[src/rtl/pwm_pkg.sv]
// Shared constants and FSM state type for the PWM capture block.
package pwm_pkg;

    localparam int DUTY_W    = 7;
    localparam int PCT_SCALE = 100;
    localparam int DIV_ITER  = 7;

    typedef enum logic [1:0] {
        IDLE    = 2'd0,
        MEAS    = 2'd1,
        TIMEOUT = 2'd2
    } state_t;

endpackage

[src/rtl/pwm_pct_div.sv]
// Iterative restoring divider: quotient = floor(high*PCT_SCALE/period), one quotient bit per cycle.
module pwm_pct_div
    import pwm_pkg::*;
#(
    parameter int CNT_W = 16
) (
    input  logic              clkin,
    input  logic              reset,
    input  logic              start,
    input  logic [CNT_W-1:0]  high,
    input  logic [CNT_W-1:0]  period,
    output logic              busy,
    output logic              done,
    output logic [DUTY_W-1:0] quotient
);

    localparam int NUM_W = CNT_W + DUTY_W;
    localparam int IT_W  = $clog2(DIV_ITER);

    logic [NUM_W-1:0]  rem_r;
    logic [NUM_W-1:0]  den_r;
    logic [NUM_W-1:0]  shifted_s;
    logic [NUM_W-1:0]  rem_s;
    logic [IT_W-1:0]   iter_r;
    logic [DUTY_W-2:0] q_r;
    logic              busy_r;
    logic              bit_s;

    // Trial subtraction of the divisor aligned to the current quotient bit.
    always_comb begin
        shifted_s = den_r << iter_r;
        bit_s     = (rem_r >= shifted_s);
        if (bit_s) begin
            rem_s = rem_r - shifted_s;
        end else begin
            rem_s = rem_r;
        end
    end

    // The final bit is presented combinationally so the caller can register it in the done cycle.
    assign busy     = busy_r;
    assign done     = busy_r && (iter_r == IT_W'(0));
    assign quotient = {q_r, bit_s};

    // Operand load on start, then one restoring step per cycle.
    always_ff @(posedge clkin) begin
        if (reset) begin
            rem_r  <= NUM_W'(0);
            den_r  <= NUM_W'(0);
            iter_r <= IT_W'(0);
            q_r    <= (DUTY_W-1)'(0);
            busy_r <= 1'b0;
        end else if (start) begin
            rem_r  <= NUM_W'(high) * NUM_W'(PCT_SCALE);
            den_r  <= NUM_W'(period);
            iter_r <= IT_W'(DIV_ITER - 1);
            q_r    <= (DUTY_W-1)'(0);
            busy_r <= 1'b1;
        end else if (busy_r) begin
            rem_r <= rem_s;
            q_r   <= quotient[DUTY_W-2:0];
            if (iter_r == IT_W'(0)) begin
                busy_r <= 1'b0;
            end else begin
                iter_r <= iter_r - IT_W'(1);
            end
        end
    end

endmodule

[src/rtl/pwm_capture.sv]
// Measures period, high time and duty (percent) of an asynchronous PWM input on clkin.
// Build option: define GLITCH_FILTER_EN to add a FILT_LEN-sample glitch filter after the synchroniser.
module pwm_capture
    import pwm_pkg::*;
#(
    parameter int CNT_W       = 16,
    parameter int SYNC_STAGES = 2,
    parameter int FILT_LEN    = 3
) (
    input  logic              clkin,
    input  logic              reset,
    input  logic              pwm_in,
    output logic [CNT_W-1:0]  period_o,
    output logic [CNT_W-1:0]  high_o,
    output logic [DUTY_W-1:0] duty_pct,
    output logic              valid,
    output logic              timeout,
    output logic              overrun
);

    localparam logic [CNT_W-1:0] CNT_MAX = {CNT_W{1'b1}};

    if (SYNC_STAGES < 2 || FILT_LEN < 1) begin : g_param_check
        $error("pwm_capture: SYNC_STAGES must be >= 2 and FILT_LEN >= 1");
    end

    logic [SYNC_STAGES-1:0] sync_r;
    logic                   synced_s;
    logic                   level_s;
    logic                   prev_r;
    logic                   rise_s;
    state_t                 state_r;
    state_t                 state_s;
    logic [CNT_W-1:0]       per_cnt_r;
    logic [CNT_W-1:0]       high_cnt_r;
    logic [CNT_W-1:0]       cap_per_r;
    logic [CNT_W-1:0]       cap_high_r;
    logic [CNT_W-1:0]       period_r;
    logic [CNT_W-1:0]       high_r;
    logic [DUTY_W-1:0]      duty_r;
    logic [DUTY_W-1:0]      div_q_s;
    logic                   capture_s;
    logic                   drop_s;
    logic                   to_enter_s;
    logic                   div_busy_s;
    logic                   div_done_s;
    logic                   valid_r;
    logic                   timeout_r;
    logic                   overrun_r;

    // Input synchroniser.
    always_ff @(posedge clkin) begin
        if (reset) begin
            sync_r <= SYNC_STAGES'(0);
        end else begin
            sync_r <= {sync_r[SYNC_STAGES-2:0], pwm_in};
        end
    end

    assign synced_s = sync_r[SYNC_STAGES-1];

`ifdef GLITCH_FILTER_EN
    localparam int FC_W = $clog2(FILT_LEN + 1);

    logic [FC_W-1:0] filt_cnt_r;
    logic            filt_r;

    // Output follows the input only after FILT_LEN consecutive differing samples.
    always_ff @(posedge clkin) begin
        if (reset) begin
            filt_cnt_r <= FC_W'(0);
            filt_r     <= 1'b0;
        end else if (synced_s != filt_r) begin
            if (filt_cnt_r == FC_W'(FILT_LEN - 1)) begin
                filt_r     <= synced_s;
                filt_cnt_r <= FC_W'(0);
            end else begin
                filt_cnt_r <= filt_cnt_r + FC_W'(1);
            end
        end else begin
            filt_cnt_r <= FC_W'(0);
        end
    end

    assign level_s = filt_r;
`else
    assign level_s = synced_s;
`endif

    // Previous level for edge detection.
    always_ff @(posedge clkin) begin
        if (reset) begin
            prev_r <= 1'b0;
        end else begin
            prev_r <= level_s;
        end
    end

    assign rise_s = level_s & ~prev_r;

    // FSM state register.
    always_ff @(posedge clkin) begin
        if (reset) begin
            state_r <= IDLE;
        end else begin
            state_r <= state_s;
        end
    end

    // Next state plus capture / drop / timeout-entry strobes.
    always_comb begin
        state_s    = state_r;
        capture_s  = 1'b0;
        drop_s     = 1'b0;
        to_enter_s = 1'b0;
        case (state_r)
            IDLE, TIMEOUT: begin
                if (rise_s) begin
                    state_s = MEAS;
                end else begin
                    state_s = state_r;
                end
            end
            MEAS: begin
                if (rise_s) begin
                    if (div_busy_s) begin
                        drop_s = 1'b1;
                    end else begin
                        capture_s = 1'b1;
                    end
                end else if (per_cnt_r == CNT_MAX) begin
                    state_s    = TIMEOUT;
                    to_enter_s = 1'b1;
                end else begin
                    state_s = MEAS;
                end
            end
            default: begin
                state_s = IDLE;
            end
        endcase
    end

    // Period and high-time counters; both restart at 1 on every detected rise.
    always_ff @(posedge clkin) begin
        if (reset) begin
            per_cnt_r  <= CNT_W'(0);
            high_cnt_r <= CNT_W'(0);
        end else if (rise_s) begin
            per_cnt_r  <= CNT_W'(1);
            high_cnt_r <= CNT_W'(1);
        end else if (state_r == MEAS) begin
            per_cnt_r <= per_cnt_r + CNT_W'(1);
            if (level_s) begin
                high_cnt_r <= high_cnt_r + CNT_W'(1);
            end
        end
    end

    pwm_pct_div #(
        .CNT_W (CNT_W)
    ) u_div (
        .clkin    (clkin),
        .reset    (reset),
        .start    (capture_s),
        .high     (high_cnt_r),
        .period   (per_cnt_r),
        .busy     (div_busy_s),
        .done     (div_done_s),
        .quotient (div_q_s)
    );

    // Result registers; the captured pair is held until its quotient is ready.
    always_ff @(posedge clkin) begin
        if (reset) begin
            cap_per_r  <= CNT_W'(0);
            cap_high_r <= CNT_W'(0);
            period_r   <= CNT_W'(0);
            high_r     <= CNT_W'(0);
            duty_r     <= DUTY_W'(0);
            valid_r    <= 1'b0;
            timeout_r  <= 1'b0;
            overrun_r  <= 1'b0;
        end else begin
            if (capture_s) begin
                cap_per_r  <= per_cnt_r;
                cap_high_r <= high_cnt_r;
            end
            if (to_enter_s) begin
                period_r <= CNT_MAX;
                high_r   <= level_s ? CNT_MAX : CNT_W'(0);
                duty_r   <= level_s ? DUTY_W'(PCT_SCALE) : DUTY_W'(0);
                valid_r  <= 1'b1;
            end else if (div_done_s) begin
                period_r <= cap_per_r;
                high_r   <= cap_high_r;
                duty_r   <= div_q_s;
                valid_r  <= 1'b1;
            end else begin
                valid_r <= 1'b0;
            end
            if (to_enter_s) begin
                timeout_r <= 1'b1;
            end else if (rise_s) begin
                timeout_r <= 1'b0;
            end
            if (drop_s) begin
                overrun_r <= 1'b1;
            end
        end
    end

    assign period_o = period_r;
    assign high_o   = high_r;
    assign duty_pct = duty_r;
    assign valid    = valid_r;
    assign timeout  = timeout_r;
    assign overrun  = overrun_r;

endmodule

[config.mk]
export PLATFORM = sky130hd
export DESIGN_NAME = pwm_capture
export DESIGN_NICKNAME = d
export VERILOG_FILES = /design/src/rtl/pwm_pkg.sv /design/src/rtl/pwm_pct_div.sv /design/src/rtl/pwm_capture.sv
export SDC_FILE = /design/constraint.sdc
export NUM_CORES = 1
export LEC_CHECK = 0
export BUFFER_PORTS_ARGS = -buffer_cell sky130_fd_sc_hd__buf_4
export CAP_MARGIN = 40
export CORE_MARGIN = 4
export CORE_UTILIZATION = 34
export CTS_CLUSTER_SIZE = 25
export DETAILED_ROUTE_END_ITERATION = 12
export GPL_ROUTABILITY_DRIVEN = 0
export GPL_TIMING_DRIVEN = 0
export PLACE_DENSITY = 0.52
export SLEW_MARGIN = 10
export SYNTH_ARGS = -nofsm -noshare
export SYNTH_HDL_FRONTEND = slang
export SYNTH_HIERARCHICAL = 1
export SYNTH_SLANG_ARGS = --single-unit
[constraint.sdc]
create_clock -name clkin -period 8.3 [get_ports clkin]
set_clock_uncertainty 0.2 [all_clocks]
set_input_delay 0.415 -clock clkin [delete_from_list [all_inputs] [get_ports clkin]]
set_output_delay 0.415 -clock clkin [all_outputs]
set_load 0.03 [all_outputs]
Word-level counts from Yosys, hierarchy flattened
Cells that the tools add are included. W data, S select, Z words.

Add/sub/neg operators: 4. Multiply operators: 1. Order comparisons: 1. Equality and inequality tests: 6. Shifts and indexed selects: 1. Mux-type cells: 39. Bitwise gates (word level): 3. Reduce and logical (&&, ||, !) cells: 19.

Operator list (count): $mux W16 (5); $mux W23 (3); $add A16 B1 Y16 const B (2); $ge A23 B23 Y1 (1); $shl A16 B3 Y23 (1); $sub A23 B23 Y23 (1); $mul A16 B5 Y21 const B (1); $mux W1 (21); $mux W7 (3); $eq A16 B16 Y1 const B (1); $reduce_and A2 Y1 (7); $reduce_bool A2 Y1 (6); $mux W3 (3); $mux W2 (3); $ne A2 B2 Y1 const B (3); $reduce_or A2 Y1 (3); $pmux W2 S2 (1); $logic_not A3 Y1 (1); $sub A3 B1 Y3 const B (1); $eq A2 B1 Y1 const B (1); $eq A2 B2 Y1 const B (1); $logic_not A2 Y1 (1); $not A1 Y1 (2); $and A1 B1 Y1 (1); $logic_and A1 B1 Y1 (1).

Register bits: 144. Bits of input ports: 3. Output and inout bits: 42. Word-level logic and storage cells: 95.

Logic depth before layout (Yosys ltp)
Gate-level depths: netlist of run 1.

Depth after elaboration: 6. Depth in mapped cells: 15. Mapped depth without buffers: 14.

Cells and area by module
Netlist of run 1, hierarchy kept.

By module, submodules not included: pwm_pct_div (times used 1, cells an instance 633, area an instance 5328.9 µm², sequential area each 980.9 µm²); pwm_capture (times used 1, cells an instance 475, area an instance 4436.8 µm², sequential area each 2222.1 µm²).

Least setup slack after synthesis of run 1
OpenSTA, ideal clock, no wires.

Kind: register to register. Start point: register high_cnt_r[3]. End point: register u_div.rem_r[22]. Library setup time: 0.059 ns. Data arrival time: 3.581 ns. Data required time: 8.041 ns. Slack: 4.460 ns. Cell stages (with the launch flop): 13. Path buffers: 0. Period minus slack after synthesis: 3.840 ns. Path through: dfxtp_1 > ha_1 > ha_1 > fa_1 > ha_1 > a211oi_1 > o21ai_1 > a2111oi_1 > or3_1 > a31oi_1 > xnor2_1 > a2111oi_4 > o31a_1.

Longest elaborated chain between the ends: 2.

Ends and longest elaborated chain: start: declaration (line pwm_capture.sv:35) `logic [CNT_W-1:0] high_cnt_r;`; start signal: assignment (line pwm_capture.sv:155) `high_cnt_r <= high_cnt_r + CNT_W'(1);`; $mul A16 B5 Y21 (line pwm_pct_div.sv:54) `rem_r <= NUM_W'(high) * NUM_W'(PCT_SCALE);`; $mux W23 (line pwm_pct_div.sv:53) `end else if (start) begin`; end signal: assignment (line pwm_pct_div.sv:54); end signal: assignment (line pwm_pct_div.sv:60) `rem_r <= rem_s;`; end: declaration (line pwm_pct_div.sv:20) `logic [NUM_W-1:0] rem_r;`.

Every way passes these cells. A chain may end at the register's enable or synchronous reset.

Worst setup path after layout of run 1
Start point: register u_div.iter_r[1]. End point: register u_div.rem_r[18].

Longest elaborated chain between the ends: 5. Elaborated cells on any way between the ends: 8. Classes of those cells: 1 x add/sub; 1 x order compare; 1 x shift; 3 x mux; 2 x reduce/logical.

Ends and longest elaborated chain: start: declaration (line pwm_pct_div.sv:24) `logic [IT_W-1:0] iter_r;`; start signal: assignment (line pwm_pct_div.sv:56) `iter_r <= IT_W'(DIV_ITER - 1);`; start signal: assignment (line pwm_pct_div.sv:65) `iter_r <= iter_r - IT_W'(1);`; $shl A16 B3 Y23 * (line pwm_pct_div.sv:31) `shifted_s = den_r << iter_r;`; $sub A23 B23 Y23 (line pwm_pct_div.sv:34) `rem_s = rem_r - shifted_s;`; $mux W23 (line pwm_pct_div.sv:33) `if (bit_s) begin`; $mux W23 (line pwm_pct_div.sv:59) `end else if (busy_r) begin`; $mux W23 (line pwm_pct_div.sv:53).

Mark *: on every way between the ends. The rest lies on a longest branch, timed or not. The select of a mux whose other input is x is not followed.

==> results of run 1 <==
## layout by cell type (no fill, tap or decap), types with 30 or more instances in the layout
master and instances:
inv_1 65, buf_4 46, mux2i_1 95, ha_1 81
dfxtp_1 160, clkbuf_1 36, a21oi_1 93, a21oi_2 30
nand2_1 108, nor2_1 84
## worst register-to-register path, cell delays in order, from the launching register on
cell      delay (ps)
dfxtp_1          310
clkbuf_1         360
buf_1            520
mux2i_1          300
mux2i_1          140
mux2i_1          220
ha_1             330
and2_1           180
or2_2            280
a221oi_2         390
nand3_2          170
nand3_2          140
clkbuf_1         620
a21oi_1          180
a221oi_2         230
## power by group
group / total, mW / internal (mW) / switching (mW)
logic: 0.0908 / 0.0326 / 0.0582
registers: 0.775 / 0.771 / 0.00417
clock network: 0.848 / 0.484 / 0.364
total: 1.71 / 1.29 / 0.426
## final cells by class
class | count | area (µm²)
inverter | 66 | 248
clock inverter | 14 | 190
multi-input combinational | 819 | 6010
timing repair buffer | 46 | 357
sequential | 160 | 3200
tap | 378 | 473
buffer | 63 | 308
clock buffer | 17 | 425
fill | 2914 | 16900
## layer usage
metal  track usage  routed length [µm]  vias to the layer above  share of wire
li1              -                   -                     4061              -
met1         0.241               13000                     3846           0.49
met2         0.272               12300                      121           0.47
met3        0.0256                 842                       14          0.032
met4        0.0396                 302                        0          0.011
met5             0                   0                        -              0
## registers in the layout (all words and copies together) (netlist names), 3 cells and up
signal / cells
duty_pct: 7
u_div/rem_r: 23
u_div/q_r: 6
per_cnt_r: 16
high_cnt_r: 16
cap_high_r: 16
u_div/den_r: 16
cap_per_r: 16
high_o: 16
u_div/iter_r: 3
period_o: 16
## final timing paths
path / startpoint / end / slack, ps
setup / recovery: u_div/iter_r[1] / u_div/rem_r[18] / 3640
hold / removal: pwm_in / sync_r[0] / 60
setup reg to reg: u_div/iter_r[1] / u_div/rem_r[18] / 3640
hold reg to reg: cap_per_r[13] / cap_per_r[13] / 260
## through the flow
| step | setup WS, ps | total power [mW] | utilization |
|---|---|---|---|
| 5_1_grt | 3240 | 1.78 | 0.399 |
| 3_5_place_dp | 3690 | 0.881 | 0.377 |
| 4_1_cts | 3670 | 1.74 | 0.399 |
| 6_report | 3640 | 1.71 | 0.399 |
| 2_1_floorplan | 4460 | 0.856 | - |
| 3_3_place_gp | 3700 | 0.881 | 0.376 |
## logic make-up (layout without fill, tap and decap cells)
logic type	Yosys count	count (layout)	share of synthesized area
mux	101	101	0.109
buf+inv	129	206	0.0569
fa+ha+maj	93	93	0.128
simple gates	330	330	0.164
flops	160	160	0.328
compound gates	254	254	0.177
xor+xnor	41	41	0.0368
==> impl_metrics.csv, run 1 <==
group,metric,value,unit
critical_path,critPathCaptureType,"register",
clocking,cts_buffers,17,
place,port_buffers,44,
floorplan,dieArea,0.0315,mm²
clocking,clockBufferDepth,2,
synth,async_flop_share,0,
hold_path,hold_depth,2,
clocking,cts_hold_buf,0,
global_route,grt_pass1_vias,7715,
drt,dr.pass1.iters,5,
final_layout,nets,1269,
synth,syn_inst,1108,
synth,synthTopCellsByCount,"dfxtp_1 (160), nand2_1 (108), mux2i_1 (95)",
drt,detail_route.vias_per_cell,5.15,
synth,synth_area_leaders,"dfxtp_1 (33%), ha_1 (10%), mux2i_1 (9.7%)",
synth,synthesis.nets,1204,
timing,fin_crit_sh,0.561,
critical_path,worstSetupPathType,"reg2reg",
power,p_leak,4.40,nW
clocking,htree_num_levels,4,
critical_path,path_buf_inv,3,
global_route,grt_pass1_wl,42600,µm
flow_run,cap_violations,0,
place,dp_cells,1531,
global_route,grt.total_usage,0.170,
critical_path,crit_path_top_delay_cell,"clkbuf_1",
floorplan,start_util,0.348,
synth,ys_ff_latch,160,
clocking,cts_sinks,160,
synth,yosysUniqueCellTypes,70,
timing,hold_ws,55.3,ps
floorplan,ios,45,
critical_path,path_common_cell,"mux2i_1",
timing,finalCriticalPeriod,4660,ps
critical_path,worst_r2r_path_depth,14,
run_status,status,"finished, final reports clean",
timing,timing.setup.tns,0,ps
final_layout,design_area,0.0112,mm²
global_route,grt-ovfl-total,0,
critical_path,crit_fanout,10,
critical_path,cp_top_family,"buffers and inverters",
drt,dr_total_vias,8042,
critical_path,slowest_delay,620,ps
floorplan,die_h,177,µm
critical_path,critPathArrivalTime,4800,ps
clocking,tritoncts,"yes",
clocking,cts_root_buf,"clkbuf_16",
timing,slew_headroom,0.387,
synth,netlist.area_leader.share,0.328,
synth,yosysSeqAreaShare,0.328,
drt,first_iter_violations,547,
power,ir_drop,134,µV
critical_path,path_cells,"clkbuf_1 > buf_1 > mux2i_1 > mux2i_1 > mux2i_1 > ha_1 > and2_1 > or2_2 > a221oi_2 > nand3_2 > nand3_2 > clkbuf_1 > a21oi_1 > a221oi_2",
hold_path,hold_path_class,"in2reg",
place,dpl_cell_area,0.0106,mm²
floorplan,row_count,61,
critical_path,cp-start-kind,"register",
drt,ant_nets,0,
synth,synth_area_per_cell,8.81,µm²
clocking,clk_pin_slew,70,ps
critical_path,cp.depth,14,
clocking,cts_setup_buffers,0,
drt,finalWirelength,26400,µm
clocking,cts_resized,0,
floorplan,fp.dieW,177,µm
place,post-dp-hpwl,20000,µm
global_route,grt_antenna_before_repair,0,
synth,ys_warn_count,6,
timing,hold_viol_final,0,
synth,synth_edf_count,0,
drt,drc,0,
floorplan,fp.coreArea,0.0281,mm²
synth,yosysMostFrequentCell,"dfxtp_1",
timing,worst_pin_slew,908,ps
final_layout,final_cells,1563,
synth,syn_area,0.00977,mm²
synth,synthFlopType,"dfxtp_1",
final_layout,num_antenna_cells,0,
timing,fmax,215,MHz
power,cellPowerDensity,153,mW/mm²
critical_path,crit_required,8440,ps
timing,rsz0062_at_grt,"no",
final_layout,drive_above_1_share,0.129,
drt,wl_per_cell,16.9,µm
synth,synth_area_leader_cell,"dfxtp_1",
timing,slew_violations,0,
clocking,clock_latency,420,ps
global_route,grt_max_degree,17,
timing,setup_viol,0,
final_layout,area_growth,14.8,%
Note: power is estimated with default switching activity, not from simulation.
==> run 2: changes to the inputs <==
--- a/config.mk
+++ b/config.mk
@@ -13,7 +13,7 @@
 export DETAILED_ROUTE_END_ITERATION = 12
 export GPL_ROUTABILITY_DRIVEN = 0
 export GPL_TIMING_DRIVEN = 0
-export PLACE_DENSITY = 0.52
+export PLACE_DENSITY = 0.54
 export SLEW_MARGIN = 10
 export SYNTH_ARGS = -nofsm -noshare
 export SYNTH_HDL_FRONTEND = slang
==> constraint.sdc (replaced) <==
create_clock -name clkin -period 4.1 [get_ports clkin]
set_clock_uncertainty 0.2 [all_clocks]
set_input_delay 0.205 -clock clkin [delete_from_list [all_inputs] [get_ports clkin]]
set_output_delay 0.205 -clock clkin [all_outputs]
set_load 0.03 [all_outputs]
==> run 2 against run 1 <==
Flip-flop and latch count stayed put. Clock power is 96% higher. Sequential power is 100% higher. Routed wire length is 1.3% lower. Critical path depth is 2 lower. Final cell count hardly changed. Sequential share of layout area hardly changed. Count of clock-buffer cells in the layout stayed put. Maximum frequency is 19% higher. Global-route usage is 0.37 points lower. Largest cell class unchanged.
==> impl_metrics.csv, run 2 (synthesis results as in run 1) <==
group,metric,value,unit
clocking,tritoncts,"yes",
final_layout,fill_cells,2880,
drt,finalWirelength,26100,µm
clocking,cts_root_buf,"clkbuf_16",
clocking,cts_buffers,17,
final_layout,design_area,0.0113,mm²
timing,finalCriticalPeriod,3900,ps
drt,detail_route.vias_per_cell,5.19,
drt,drc,0,
drt,wl_per_cell,16.7,µm
power,ir_drop,245,µV
clocking,clk_pin_slew,80,ps
timing,fin_crit_sh,0.951,
power,p_leak,4.43,nW
floorplan,ios,45,
timing,fin_ws,200,ps
timing,slew_headroom,0.424,
floorplan,row_count,61,
clocking,htree_num_levels,4,
floorplan,fp.dieW,177,µm
critical_path,slowest_delay,470,ps
place,pre_cts_ws,-469,ps
timing,hold_viol_final,0,
clocking,clock_latency,440,ps
floorplan,dieArea,0.0315,mm²
critical_path,worstSetupPathType,"reg2reg",
critical_path,critPathCaptureType,"register",
drt,first_iter_violations,424,
critical_path,crit_path_top_delay_cell,"fa_1",
critical_path,critPathArrivalTime,4080,ps
power,power,3.41,mW
drt,ant_nets,0,
critical_path,crit_required,4280,ps
timing,fmax,256,MHz
clocking,clockBufferDepth,2,
critical_path,cp-start-kind,"register",
timing,timing.setup.tns,0,ps
global_route,grt_pass1_wl,41700,µm
hold_path,hold_path_class,"in2reg",
critical_path,crit_fanout,7,
global_route,grt.total_usage,0.166,
drt,dr_total_vias,8108,
clocking,cts_sinks,160,
run_status,status,"finished, final reports clean",
timing,worst_pin_slew,864,ps
global_route,grt_pass1_vias,7740,
floorplan,die_h,177,µm
final_layout,largest_reg_flops,23,
place,dpl_cell_area,0.0106,mm²
final_layout,mostFrequentLayoutCells,"dfxtp_1 (149), nand2_1 (108), mux2i_1 (95)",
timing,slew_violations,0,
final_layout,post-route-util,0.403,
global_route,grt_antenna_before_repair,0,
timing,setup_viol,0,
place,post-dp-hpwl,19700,µm
floorplan,start_util,0.348,
floorplan,fp.coreArea,0.0281,mm²
final_layout,area_growth,15.8,%
final_layout,layout_commonest_cell,"dfxtp_1",
power,cellPowerDensity,301,mW/mm²
place,port_buffers,44,
final_layout,nets,1267,
final_layout,num_antenna_cells,0,
final_layout,regMostFlops,"u_div/rem_r",
drt,dr.pass1.iters,5,
global_route,grt-ovfl-total,0,
critical_path,path_common_cell,"ha_1",
critical_path,path_cells,"ha_1 > ha_1 > fa_1 > ha_1 > a211oi_2 > o21ai_2 > a2111oi_4 > or3_1 > a31oi_2 > xnor2_2 > a2111oi_4 > o31a_1",
final_layout,drive_above_1_share,0.153,
global_route,grt_max_degree,21,
flow_run,cap_violations,0,
run 2: changes by cell type in the layout (fill, tap and decap cells not counted), moves of 3 or more:
cell,change
dfxtp_4,+6
inv_12,+4
clkbuf_1,-5
dfxtp_1,-11
inv_6,-5
buf_1,-3
dfxtp_2,+5
inv_8,+3
bufinv_16,-3
clkbuf_2,+3
run 2: where the power goes:
| group | total, mW | internal, mW | switching [mW] |
|---|---|---|---|
| Combinational | 0.183 | 0.0671 | 0.116 |
| Clock | 1.66 | 0.844 | 0.817 |
| Sequential | 1.56 | 1.56 | 0.00874 |
| Total | 3.41 | 2.47 | 0.941 |
run 2: worst max-delay path, delay by kind of cell, from the launching register on:
kind / cells / cell delay (ps)
AOI/OAI and AO/OA: 6 / 1380
xor gates and xnor gates: 1 / 190
adders and majority gates: 4 / 1450
DFF: 1 / 440
and+or+nand+nor: 1 / 180
run 2: layout make-up:
class | count | area (µm²) | area share
multi-input cells | 819 | 6080 | 0.538
flip-flops and latches | 160 | 3230 | 0.286
well taps | 378 | 473 | 0.0418
clock buffers | 17 | 425 | 0.0376
repair buffers | 46 | 348 | 0.0308
plain buffers | 61 | 313 | 0.0277
inverters | 66 | 248 | 0.0219
clock inverters | 15 | 189 | 0.0167
run 2: path summary, 6_finish.rpt:
path	startpoint	endpoint	slack [ps]	depth (start not counted)
worst max-delay path	high_cnt_r[2]	u_div/rem_r[22]	200	12
worst min-delay path	reset	u_div/rem_r[20]	60	5
worst max register to register	high_cnt_r[2]	u_div/rem_r[22]	200	12
worst min register to register	sync_r[0]	sync_r[1]	250	1
run 2: what timing repair did:
item,CTS,global route
gates cloned,0,0
setup buffers,0,1
endpoints found under the hold margin,1,0
hold buffers,1,0
endpoints found under the setup margin,24,23
resized for setup,16,26
pin swaps,0,1
run 2: per-layer routing:
layer	part of all wire	up-vias	track usage
met5	0	-	0
met4	0.012	0	0.0416
li1	-	4082	-
met1	0.50	3866	0.234
met3	0.032	20	0.0228
met2	0.46	140	0.269
run 2: through the flow:
step | instances | hold WS [ps]
global placement | 1530 | 223
detailed placement | 1530 | 233
floorplan | 1108 | 133
finish | 1562 | 57.0
global route | 1562 | 66.0
CTS | 1561 | 27.0
==> run 3: changes to the inputs <==
--- a/config.mk
+++ b/config.mk
@@ -13,7 +13,7 @@
 export DETAILED_ROUTE_END_ITERATION = 12
 export GPL_ROUTABILITY_DRIVEN = 0
 export GPL_TIMING_DRIVEN = 0
-export PLACE_DENSITY = 0.54
+export PLACE_DENSITY = 0.52
 export SLEW_MARGIN = 10
 export SYNTH_ARGS = -nofsm -noshare
 export SYNTH_HDL_FRONTEND = slang
==> constraint.sdc (replaced) <==
create_clock -name clkin -period 4.25 [get_ports clkin]
set_clock_uncertainty 0.2 [all_clocks]
set_input_delay 0.85 -clock clkin [delete_from_list [all_inputs] [get_ports clkin]]
set_output_delay 0.85 -clock clkin [all_outputs]
set_load 0.03 [all_outputs]
==> run 3 against run 2 <==
Core utilization down 0.23 points. Highest routed layer unchanged. Sequential share of layout area about the same. Via count down 0.30%. Routed wire length up 1.3%. Non-clock buffer count unchanged. Largest cell class unchanged. Cell area down 0.58%.
==> impl_metrics.csv, run 3 (synthesis results as in run 1) <==
group,metric,value,unit
final_layout,layout_commonest_cell,"dfxtp_1",
critical_path,crit_path_top_delay_cell,"fa_1",
global_route,grt_antenna_before_repair,0,
timing,fin_ws,221,ps
final_layout,regMostFlops,"u_div/rem_r",
floorplan,ios,45,
timing,fmax,248,MHz
timing,timing.setup.tns,0,ps
critical_path,crit_fanout,9,
place,dp_cells,1531,
global_route,grt_max_degree,17,
floorplan,row_count,61,
place,port_buffers,44,
final_layout,final_cells,1561,
drt,dr.pass1.iters,5,
floorplan,start_util,0.348,
timing,slew_violations,0,
final_layout,post-route-util,0.400,
floorplan,fp.dieW,177,µm
final_layout,register_area,0.00322,mm²
global_route,grt_pass1_vias,7721,
timing,worst_pin_slew,912,ps
drt,dr_total_vias,8084,
clocking,htree_num_levels,4,
global_route,grt_use_met2,0.272,
clocking,cts_buffers,17,
timing,hold_viol_final,0,
run_status,status,"finished, final reports clean",
final_layout,drive_above_1_share,0.145,
critical_path,crit_required,4420,ps
timing,hold_ws,257,ps
timing,finalCriticalPeriod,4030,ps
critical_path,cp-start-kind,"register",
flow_run,cap_violations,0,
global_route,grt-ovfl-total,0,
hold_path,hold_path_class,"reg2reg",
final_layout,mostFrequentLayoutCells,"dfxtp_1 (149), nand2_1 (108), mux2i_1 (95)",
power,p_leak,4.43,nW
global_route,grt.total_usage,0.170,
timing,setup_viol,0,
drt,detail_route.vias_per_cell,5.18,
clocking,clockBufferDepth,2,
drt,first_iter_violations,510,
final_layout,area_growth,15.1,%
floorplan,die_h,177,µm
floorplan,dieArea,0.0315,mm²
clocking,cts_sinks,160,
global_route,grt_pass1_wl,42600,µm
critical_path,critPathCaptureType,"register",
timing,fin_crit_sh,0.948,
timing,slew_headroom,0.384,
global_route,grt.met3_usage,0.0256,
global_route,met1_usage,0.241,
power,ir_drop,263,µV
global_route,busiest_layer,"met2",
drt,ant_nets,0,
critical_path,slowest_delay,490,ps
drt,drc,0,
final_layout,fill_cells,2917,
drt,finalWirelength,26400,µm
floorplan,fp.coreArea,0.0281,mm²
critical_path,path_cells,"ha_1 > ha_1 > inv_1 > fa_1 > inv_1 > ha_1 > o21ai_0 > o21ai_1 > a2111oi_2 > or3_1 > a31oi_1 > xnor2_1 > a2111oi_4 > o31a_1",
critical_path,worstSetupPathType,"reg2reg",
final_layout,num_antenna_cells,0,
drt,wl_per_cell,16.9,µm
place,pre_cts_ws,-364,ps
final_layout,multi_input_area,0.00603,mm²
timing,rsz0062_at_grt,"no",
clocking,cts_hold_buf,0,
clocking,cts_root_buf,"clkbuf_16",
final_layout,largest_reg_flops,23,
power,cellPowerDensity,298,mW/mm²
critical_path,path_common_cell,"ha_1",
place,post-dp-hpwl,20000,µm
final_layout,nets,1267,
clocking,tritoncts,"yes",
clocking,clock_latency,430,ps
clocking,clk_pin_slew,70,ps
critical_path,critPathArrivalTime,4200,ps
[run 3: worst max-delay path, delay by kind of cell (launching register included)]
kind / cells / cell delay, ps
AO/OA/AOI/OAI: 6 / 1270
XOR/XNOR: 1 / 160
adder cells (fa/ha/maj): 4 / 1390
buffers and inverters: 2 / 90
flip-flops: 1 / 460
AND/OR/NAND/NOR: 1 / 390
[run 3: routing by layer]
metal / wire length [µm] / vias to the layer above / share of wire
met1: 13000 / 3883 / 0.49
li1: - / 4062 / -
met5: 0 / - / 0
met2: 12300 / 126 / 0.47
met3: 781 / 13 / 0.030
met4: 295 / 0 / 0.011
[run 3: worst paths after layout]
kind | from | endpoint | slack [ps] | cells past startpoint
hold / removal | cap_per_r[13] | cap_per_r[13] | 260 | 2
setup / recovery | high_cnt_r[4] | u_div/rem_r[22] | 220 | 14
hold reg to reg | cap_per_r[13] | cap_per_r[13] | 260 | 2
setup reg to reg | high_cnt_r[4] | u_div/rem_r[22] | 220 | 14
[run 3: cell type report]
cell class	count	share of cell area
inverters	66	0.0220
repair buffers	46	0.0317
plain buffers	61	0.0272
multi-input cells	819	0.536
clock inverters	14	0.0169
well taps	378	0.0421
flip-flops and latches	160	0.286
clock buffers	17	0.0378
[run 3: power by group]
part	internal (mW)	leakage [nW]	total [mW]	switching, mW
logic	0.0640	2.83	0.177	0.113
clock network	0.946	0.300	1.66	0.712
registers	1.50	1.29	1.51	0.00853
[run 3: timing repair]
| item | in CTS | in global routing |
|---|---|---|
| setup endpoints to repair | 23 | 23 |
| pin swaps | 0 | 0 |
| gates resized for setup | 6 | 14 |
| setup buffers | 0 | 0 |
[run 3: stage by stage]
| stage | cell area (µm²) | total power [mW] |
|---|---|---|
| 5_1_grt | 11200 | 3.47 |
| 3_3_place_gp | 10600 | 1.72 |
| 3_5_place_dp | 10600 | 1.72 |
| 4_1_cts | 11200 | 3.40 |
| 2_1_floorplan | 9770 | 1.67 |
| 6_report | 11200 | 3.35 |
